$ cat config.mk
export PLATFORM = sky130hd
export DESIGN_NAME = pipe_stage_reg_flat
export DESIGN_NICKNAME = d
export VERILOG_FILES = /design/src/rtl/pipe_stage_reg_if.sv /design/src/rtl/pipe_stage_reg.sv /design/src/flat_wrapper.sv
export SDC_FILE = /design/constraint.sdc
export NUM_CORES = 1
export LEC_CHECK = 0
export ABC_CLOCK_PERIOD_IN_PS = 1640
export CAP_MARGIN = 0
export CORE_ASPECT_RATIO = 0.7
export CORE_MARGIN = 3
export CORE_UTILIZATION = 40
export CTS_CLUSTER_DIAMETER = 150
export DETAILED_ROUTE_END_ITERATION = 16
export GPL_ROUTABILITY_DRIVEN = 0
export PLACE_DENSITY_LB_ADDON = 0.25
export SKIP_LAST_GASP = 1
export SLEW_MARGIN = 20
export SYNTH_ARGS = -nofsm -noshare
export SYNTH_HDL_FRONTEND = slang
export SYNTH_SLANG_ARGS = --single-unit
$ cat constraint.sdc
create_clock -name clk -period 1.64 [get_ports clk]
set_input_delay 0.328 -clock clk [delete_from_list [all_inputs] [get_ports clk]]
set_output_delay 0.328 -clock clk [all_outputs]
set_load 0.02 [all_outputs]
$ cat src/rtl/pipe_stage_reg_if.sv
// Handshake bundle for pipe_stage_reg: valid/ready plus payload.
// The master drives valid and payload, and the slave drives ready.
interface pipe_stage_reg_if #(
  parameter int DATA_W   = 8,
  parameter int NUM_DATA = 3,
  parameter int INSTR_W  = 19,
  parameter int CTRL_W   = 2
);
  logic                       valid;
  logic                       ready;
  logic [NUM_DATA*DATA_W-1:0] data;
  logic [INSTR_W-1:0]         instr;
  logic [CTRL_W-1:0]          ctrl;

  modport master (
    output valid, data, instr, ctrl,
    input  ready
  );

  modport slave (
    input  valid, data, instr, ctrl,
    output ready
  );
endinterface

$ cat src/rtl/pipe_stage_reg.sv
// Pipeline stage register with an optional skid entry.
// Define PIPE_STAGE_REG_SKID_EN to get two entries and a registered in_ready.
module pipe_stage_reg #(
  parameter int DATA_W   = 8,
  parameter int NUM_DATA = 3,
  parameter int INSTR_W  = 19,
  parameter int CTRL_W   = 2
) (
  input  logic              clk,
  input  logic              reset,
  input  logic              flush,
  pipe_stage_reg_if.slave   in_if,
  pipe_stage_reg_if.master  out_if,
  output logic [1:0]        occupancy
);
  localparam int PAY_W = NUM_DATA*DATA_W + INSTR_W + CTRL_W;

  logic [PAY_W-1:0] in_pay;
  logic [PAY_W-1:0] main_q;
  logic             accept;
  logic             rel;

  assign in_pay = {in_if.data, in_if.instr, in_if.ctrl};
  assign {out_if.data, out_if.instr, out_if.ctrl} = main_q;
  assign rel = out_if.valid & out_if.ready;
  assign accept = in_if.valid & in_if.ready;

`ifdef PIPE_STAGE_REG_SKID_EN
  typedef enum logic [1:0] {
    EMPTY = 2'd0,
    FULL  = 2'd1,
    SKID  = 2'd2
  } state_t;

  state_t           state_q;
  state_t           state_d;
  logic [PAY_W-1:0] skid_q;
  logic             ready_q;
  logic             main_ld;
  logic             main_from_skid;
  logic             skid_ld;

  always_comb begin
    state_d        = state_q;
    main_ld        = 1'b0;
    main_from_skid = 1'b0;
    skid_ld        = 1'b0;
    if (!flush) begin
      unique case (state_q)
        EMPTY: begin
          if (accept) begin
            state_d = FULL;
            main_ld = 1'b1;
          end
        end
        FULL: begin
          if (accept && rel) begin
            main_ld = 1'b1;
          end else if (accept) begin
            state_d = SKID;
            skid_ld = 1'b1;
          end else if (rel) begin
            state_d = EMPTY;
          end
        end
        SKID: begin
          if (rel) begin
            state_d        = FULL;
            main_ld        = 1'b1;
            main_from_skid = 1'b1;
          end
        end
        default: state_d = EMPTY;
      endcase
    end else begin
      state_d = EMPTY;
    end
  end

  always_ff @(posedge clk or posedge reset) begin
    if (reset) begin
      state_q <= EMPTY;
      ready_q <= 1'b1;
      main_q  <= '0;
      skid_q  <= '0;
    end else begin
      state_q <= state_d;
      // Ready looks only at the next state, never at out_ready.
      ready_q <= (state_d != SKID);
      if (main_ld) main_q <= main_from_skid ? skid_q : in_pay;
      if (skid_ld) skid_q <= in_pay;
    end
  end

  assign in_if.ready  = ready_q;
  assign out_if.valid = (state_q != EMPTY);
  assign occupancy    = (state_q == SKID) ? 2'd2 :
                        (state_q == FULL) ? 2'd1 : 2'd0;
`else
  logic valid_q;

  always_ff @(posedge clk or posedge reset) begin
    if (reset) begin
      valid_q <= 1'b0;
      main_q  <= '0;
    end else begin
      if (flush) begin
        valid_q <= 1'b0;
      end else if (accept) begin
        valid_q <= 1'b1;
        main_q  <= in_pay;
      end else if (rel) begin
        valid_q <= 1'b0;
      end
    end
  end

  assign in_if.ready  = out_if.ready | ~valid_q;
  assign out_if.valid = valid_q;
  assign occupancy    = {1'b0, valid_q};
`endif
endmodule

$ cat src/flat_wrapper.sv
// flat-port wrapper written by rule: the top's interface ports become plain ports
module pipe_stage_reg_flat 
#(
  parameter int DATA_W   = 8,
  parameter int NUM_DATA = 3,
  parameter int INSTR_W  = 19,
  parameter int CTRL_W   = 2
)
  (clk, reset, flush, occupancy, in_if_valid, in_if_data, in_if_instr, in_if_ctrl, in_if_ready, out_if_valid, out_if_data, out_if_instr, out_if_ctrl, out_if_ready);
  pipe_stage_reg_if #(.DATA_W(DATA_W), .NUM_DATA(NUM_DATA), .INSTR_W(INSTR_W), .CTRL_W(CTRL_W)) in_if_i ();
  pipe_stage_reg_if #(.DATA_W(DATA_W), .NUM_DATA(NUM_DATA), .INSTR_W(INSTR_W), .CTRL_W(CTRL_W)) out_if_i ();
  input  logic clk;
  input  logic reset;
  input  logic flush;
  output logic [1:0] occupancy;
  input wire logic [$bits(in_if_i.valid)-1:0] in_if_valid;
  input wire logic [$bits(in_if_i.data)-1:0] in_if_data;
  input wire logic [$bits(in_if_i.instr)-1:0] in_if_instr;
  input wire logic [$bits(in_if_i.ctrl)-1:0] in_if_ctrl;
  output wire logic [$bits(in_if_i.ready)-1:0] in_if_ready;
  output wire logic [$bits(out_if_i.valid)-1:0] out_if_valid;
  output wire logic [$bits(out_if_i.data)-1:0] out_if_data;
  output wire logic [$bits(out_if_i.instr)-1:0] out_if_instr;
  output wire logic [$bits(out_if_i.ctrl)-1:0] out_if_ctrl;
  input wire logic [$bits(out_if_i.ready)-1:0] out_if_ready;
  assign in_if_i.valid = in_if_valid;
  assign in_if_i.data = in_if_data;
  assign in_if_i.instr = in_if_instr;
  assign in_if_i.ctrl = in_if_ctrl;
  assign in_if_ready = in_if_i.ready;
  assign out_if_valid = out_if_i.valid;
  assign out_if_data = out_if_i.data;
  assign out_if_instr = out_if_i.instr;
  assign out_if_ctrl = out_if_i.ctrl;
  assign out_if_i.ready = out_if_ready;
  pipe_stage_reg #(.DATA_W(DATA_W), .NUM_DATA(NUM_DATA), .INSTR_W(INSTR_W), .CTRL_W(CTRL_W)) u_core (.clk(clk), .reset(reset), .flush(flush), .in_if(in_if_i), .out_if(out_if_i), .occupancy(occupancy));
endmodule
==> flow_summary.yaml, run 1 <==
status:
  status: "finished, final reports clean"
floorplan:
  dieHeight_um: 64.6
  num_rows: 20
  fp.coreArea_um2: 4530
  die_x_um: 89.7
  die_area_um2: 5790
  start_util_pct: 43.3
  pin_count: 99
routing:
  detail_route.vias_per_cell: 4.47
  ant_nets: 0
  dr_total_vias: 1224
  drc_errors: 0
  firstDrtPassIters: 4
  first_iter_violations: 27
  routedWlPerCell_um: 16.5
  drt_wl_total_um: 4530
yosys:
  ys_ff_latch: 46
  ys_top_cells_by_area: "dfrtp_1, mux2_4, buf_12"
  syn_nets: 155
  synth_top_cell_by_area: "dfrtp_1"
  yosys_warnings: 0
  synth_area_um2: 1960
  synth_compound_area_share_pct: 0
  synth-simple-area-share_pct: 1.72
  synth.avg_cell_area_um2: 18.7
  netlist-cell-type-count: 11
  synthMuxAreaShare_pct: 33.5
  synthXorXnorAreaFrac_pct: 0
  ys_seq_area_share_pct: 58.7
  synth-adder-area-share_pct: 0
  synth_top_family_by_area: "multiplexers"
  yosys.area.top_type_share_pct: 58.7
  synthCells: 105
power:
  vdd_drop_max_uv: 638
  p_leak_uw: 0.00157
  power_per_cell_area_nw_per_um2: 1070
global_route:
  grt_pass1_vias: 1341
  overflow: 0
  antenna_found_initial: 0
  grt_use_total_pct: 15.5
  grt_pass1_wl_um: 6730
  grt_max_degree: 47
sta:
  period_share_pct: 99.1
  whs_ps: 379
  fin_tns_setup_ps: 0
  finClkSkew_ps: 10.3
  finalSetupViolations: 0
  finalWorstPathRequiredPeriod_ps: 1630
  finalHoldViolations: 0
  fmax_ghz: 0.615
  drv_slew: 0
critical_path:
  required_ps: 1810
  cp_max_fo: 18
  worstSetupPathType: "input port to register"
  cp-end-kind: "register"
  r2r_cells: 5
  arrival_ps: 1800
  cp-start-kind: "input port"
worst_hold_path:
  min_path_type: "input port to async pin"
finish:
  final_cells: 274
  drive_gt1_share_pct: 29.3
  finalInstanceArea_um2: 3180
  final_cell_mix: "clkdlybuf4s50_1, dfrtp_1, mux2_4, dlymetal6s2s_1"
  layout_commonest_cell: "clkdlybuf4s50_1"
  final_nets: 257
  syn2layout_area_growth_pct: 62.1
  n_antenna_cell: 0
clock_network:
  cts_tree: "built"
  cts_root_buffer: "clkbuf_8"
  clockBufferDepth: 2
  clk_latency_ps: 290
  clock_sinks: 46
  clk_pin_slew_worst_paths_ps: 90
  h-tree-depth: 2
  cts_made_buffers: 5
placement:
  dp_hpwl_um: 3200
  port_buffers: 97
  dpl_cell_area_um2: 2970
  post-place-cells: 264
flow_run:
  cap_violations: 0
## worst max-delay path, stage by stage
cell and delay, ps:
clkdlybuf4s50_1 500, nor2b_4 60, nor3b_4 230, buf_12 150, buf_12 170, mux2_2 350
## sequential cells by signal (all words and copies together) (netlist names)
name and count:
u_core.out_if.valid 1, u_core.main_q 45
## final cells by class
| class | instances | area, µm² |
|---|---|---|
| Multi-Input combinational cell | 50 | 701 |
| Clock buffer | 6 | 72.6 |
| Sequential cell | 46 | 1150 |
| Fill cell | 307 | 1350 |
| Inverter | 2 | 7.51 |
| Tap cell | 66 | 82.6 |
| Clock inverter | 2 | 37.5 |
| Timing Repair Buffer | 102 | 1120 |
## cell usage after synthesis, drive strengths merged
library cell and instances:
conb 1, dfrtp 46, inv 2, buf 7
nor3b 1, nor2 2, mux2 45, nor2b 1
## where the power goes
part	total (µW)	switching, µW	internal (µW)	leakage [µW]
sequential	1430	108	1320	0.000542
combinational	1150	468	683	0.000977
clock	829	374	455	0.0000514
## stage by stage
step | power, µW | setup slack (ps) | util [%]
4_1_cts | 3460 | 4.77 | 68.0
3_5_place_dp | 2620 | -298 | 65.6
2_1_floorplan | 2050 | 128 | -
6_report | 3410 | 14.9 | 70.1
5_1_grt | 3580 | -8.42 | 70.1
3_3_place_gp | 2600 | -237 | 65.6
## final timing paths
kind	from	end	slack (ps)
max in group asynchronous	reset	u_core.main_q[1]$_DFFE_PP0P_	1030
max reg2reg	u_core.out_if.valid$_DFFE_PP0P_	u_core.main_q[9]$_DFFE_PP0P_	50
min in group clk	u_core.main_q[17]$_DFFE_PP0P_	u_core.main_q[17]$_DFFE_PP0P_	510
max	out_if_ready	u_core.main_q[9]$_DFFE_PP0P_	10
min	reset	u_core.main_q[19]$_DFFE_PP0P_	380
min reg2reg	u_core.main_q[17]$_DFFE_PP0P_	u_core.main_q[17]$_DFFE_PP0P_	510
## kinds of logic after synthesis
kind of cell	Yosys count
AND/OR/NAND/NOR	4
other	1
flip-flops	46
buffers and inverters	9
multiplexers	45
## repair_timing
item / in CTS / in global routing
hold buffers: 0 / 0
gates resized for setup: 4 / 23
setup endpoints to repair: 3 / 32
setup buffers: 0 / 1
pin swaps: 0 / 1
hold endpoints to repair: 0 / 0
cloned: 0 / 1
## metal layers
metal	wire length (µm)	share of wire [%]	GRT usage, %
met5	0	0	0
met4	34	0.75	2.79
met3	383	8.5	5.08
met2	2090	46	24.3
met1	2020	45	21.1
No activity file was read; power rests on OpenSTA's default activity.
==> inputs of run 2 (changes only) <==
- CORE_MARGIN: 3 -> default
==> run 2 against run 1 <==
Compared with the run above:
- cell count rose by 0.36%
- critical path depth stayed put
- die area fell by 10%
- wire length is 7.2% lower
- total power down 4.3%
- sequential power about the same
- combinational power about the same
- maximum frequency increased by 0.60%
- register-to-register slack better by 40 ps
- core utilization down 0.055 points
- critical path type unchanged
==> flow_summary.yaml, run 2 (synthesized netlist as in run 1, its figures left out) <==
status:
  status: "finished, final reports clean"
clock_network:
  clockBufferDepth: 2
  clock_sinks: 46
  cts_root_buffer: "clkbuf_8"
  holdBufCountCts: 0
  h-tree-depth: 2
  cts_made_buffers: 5
  clk_pin_slew_worst_paths_ps: 90
  clk_latency_ps: 290
  cts_tree: "built"
global_route:
  grt_max_degree: 28
  grt_pass1_vias: 1299
  overflow: 0
  grt_use_total_pct: 16.6
  grt_pass1_wl_um: 6360
  antenna_found_initial: 0
sta:
  fin_tns_setup_ps: 0
  rsz0062_at_grt: "true"
  setup_ws_ps: 24.6
  fmax_ghz: 0.619
  period_share_pct: 98.5
  finalWorstPathRequiredPeriod_ps: 1620
  finalSetupViolations: 0
  finClkSkew_ps: 7.94
  drv_slew: 0
  finalHoldViolations: 0
  whs_ps: 371
placement:
  place_ws_ps: -322
  port_buffers: 97
  dp_hpwl_um: 3040
critical_path:
  r2r_cells: 5
  cp-end-kind: "register"
  cp_common_cell: "buf_12"
  worstSetupPathType: "input port to register"
  arrival_ps: 1790
  cpMaxStageDelayCell: "clkdlybuf4s50_1"
  worstReg2RegEnd: "u_core.main_q[9]$_DFFE_PP0P_"
  cp-start-kind: "input port"
  required_ps: 1810
  reg2reg_slack_ps: 90
  cp_cell_sequence: "clkdlybuf4s50_1, nor2b_4, nor3b_4, buf_12, buf_12, mux2_2"
  cp_max_fo: 18
  rr_startpoint: "u_core.out_if.valid$_DFFE_PP0P_"
  cpPeakStageDelay_ps: 500
finish:
  final_cell_mix: "clkdlybuf4s50_1, dfrtp_1, mux2_4, dlymetal6s2s_1"
  n_antenna_cell: 0
  final-seq-area_um2: 1150
  layout_commonest_cell: "clkdlybuf4s50_1"
  multi_input_area_um2: 701
  fin_util_pct: 70.1
  top_register: "u_core.main_q"
  final_nets: 258
  syn2layout_area_growth_pct: 61.9
  fillers: 293
  largest_reg_flops: 45
  drive_gt1_share_pct: 30.1
power:
  power_per_cell_area_nw_per_um2: 1030
  vdd_drop_max_uv: 654
  power_uw: 3270
  p_leak_uw: 0.00155
routing:
  detail_route.vias_per_cell: 4.45
  wl_met1_um: 1860
  firstDrtPassIters: 3
  drt_wl_total_um: 4200
  routedWlPerCell_um: 15.3
  dr_total_vias: 1225
  ant_nets: 0
  met2_length_um: 2040
  top_layer_used: "met4"
  wl_met3_um: 294
  drc_errors: 0
  first_iter_violations: 21
flow_run:
  cap_violations: 0
floorplan:
  pin_count: 99
  die_area_um2: 5190
  num_rows: 20
  start_util_pct: 43.3
  die_x_um: 85.7
  fp.coreArea_um2: 4530
  dieHeight_um: 60.6
worst_hold_path:
  min_path_type: "input port to async pin"
run 2: changes by cell type in the layout (fill, tap and decap cells not counted), sizes merged:
cell | previous run | this run
dlymetal6s2s | 22 | 20
buf | 4 | 5
dlygate4sd2 | 2 | 0
clkinv | 0 | 2
clkbuf | 8 | 7
bufinv | 1 | 0
clkdlybuf4s50 | 72 | 76
run 2: timing repair:
action	CTS	global route
pin swaps	0	1
setup endpoints to repair	2	41
endpoints found under the hold margin	0	0
cloned	0	1
gates resized for setup	1	22
setup buffers	0	1
run 2: critical path, delay by kind of cell:
kind                   cells  cell delay (ps)
and+or+nand+nor            2              290
muxes                      1              340
buffers and inverters      3              820
run 2: area by class of cell:
type                       instances  share of cell area (%)
tap                               66                    2.60
timing repair buffer             103                    36.0
clock inverter                     3                   0.670
inverter                           2                   0.237
sequential                        46                    36.3
multi-input combinational         50                    22.1
clock buffer                       5                    2.17
run 2: per-layer routing:
| layer | vias up | track usage, % |
|---|---|---|
| met2 | 56 | 29.1 |
| met4 | 0 | 3.81 |
| met3 | 2 | 6.67 |
| li1 | 561 | - |
| met5 | - | 0 |
| met1 | 606 | 19.6 |
run 2: worst max path at each step:
| stage | startpoint | end | slack (ps) |
|---|---|---|---|
| after detailed placement | out_if_ready | u_core.main_q[10]$_DFFE_PP0P_ | -320 |
| final | out_if_ready | u_core.main_q[9]$_DFFE_PP0P_ | 20 |
| after floorplan | u_core.out_if.valid$_DFFE_PP0P_ | u_core.main_q[0]$_DFFE_PP0P_ | 130 |
| after CTS | out_if_ready | u_core.main_q[10]$_DFFE_PP0P_ | -9 |
| after global placement | out_if_ready | u_core.main_q[10]$_DFFE_PP0P_ | -270 |
| after global routing | out_if_ready | u_core.main_q[8]$_DFFE_PP0P_ | -20 |
run 2: power breakdown:
group	leakage [µW]	internal [µW]	switching, µW
registers	0.000542	1320	105
logic	0.000969	692	467
clock network	0.0000441	300	377
run 2: stage by stage:
stage                     std cells  cell area, µm²
after CTS                       273            3080
after global placement          265            2990
after global routing            275            3170
final                           275            3170
after detailed placement        265            2990
after floorplan                 105            1960
==> inputs of run 3 (changes only) <==
- ABC_AREA: default -> 0
==> results of run 3 <==
Same layout as run 2: the final DEF is identical, and so are final timing and power.
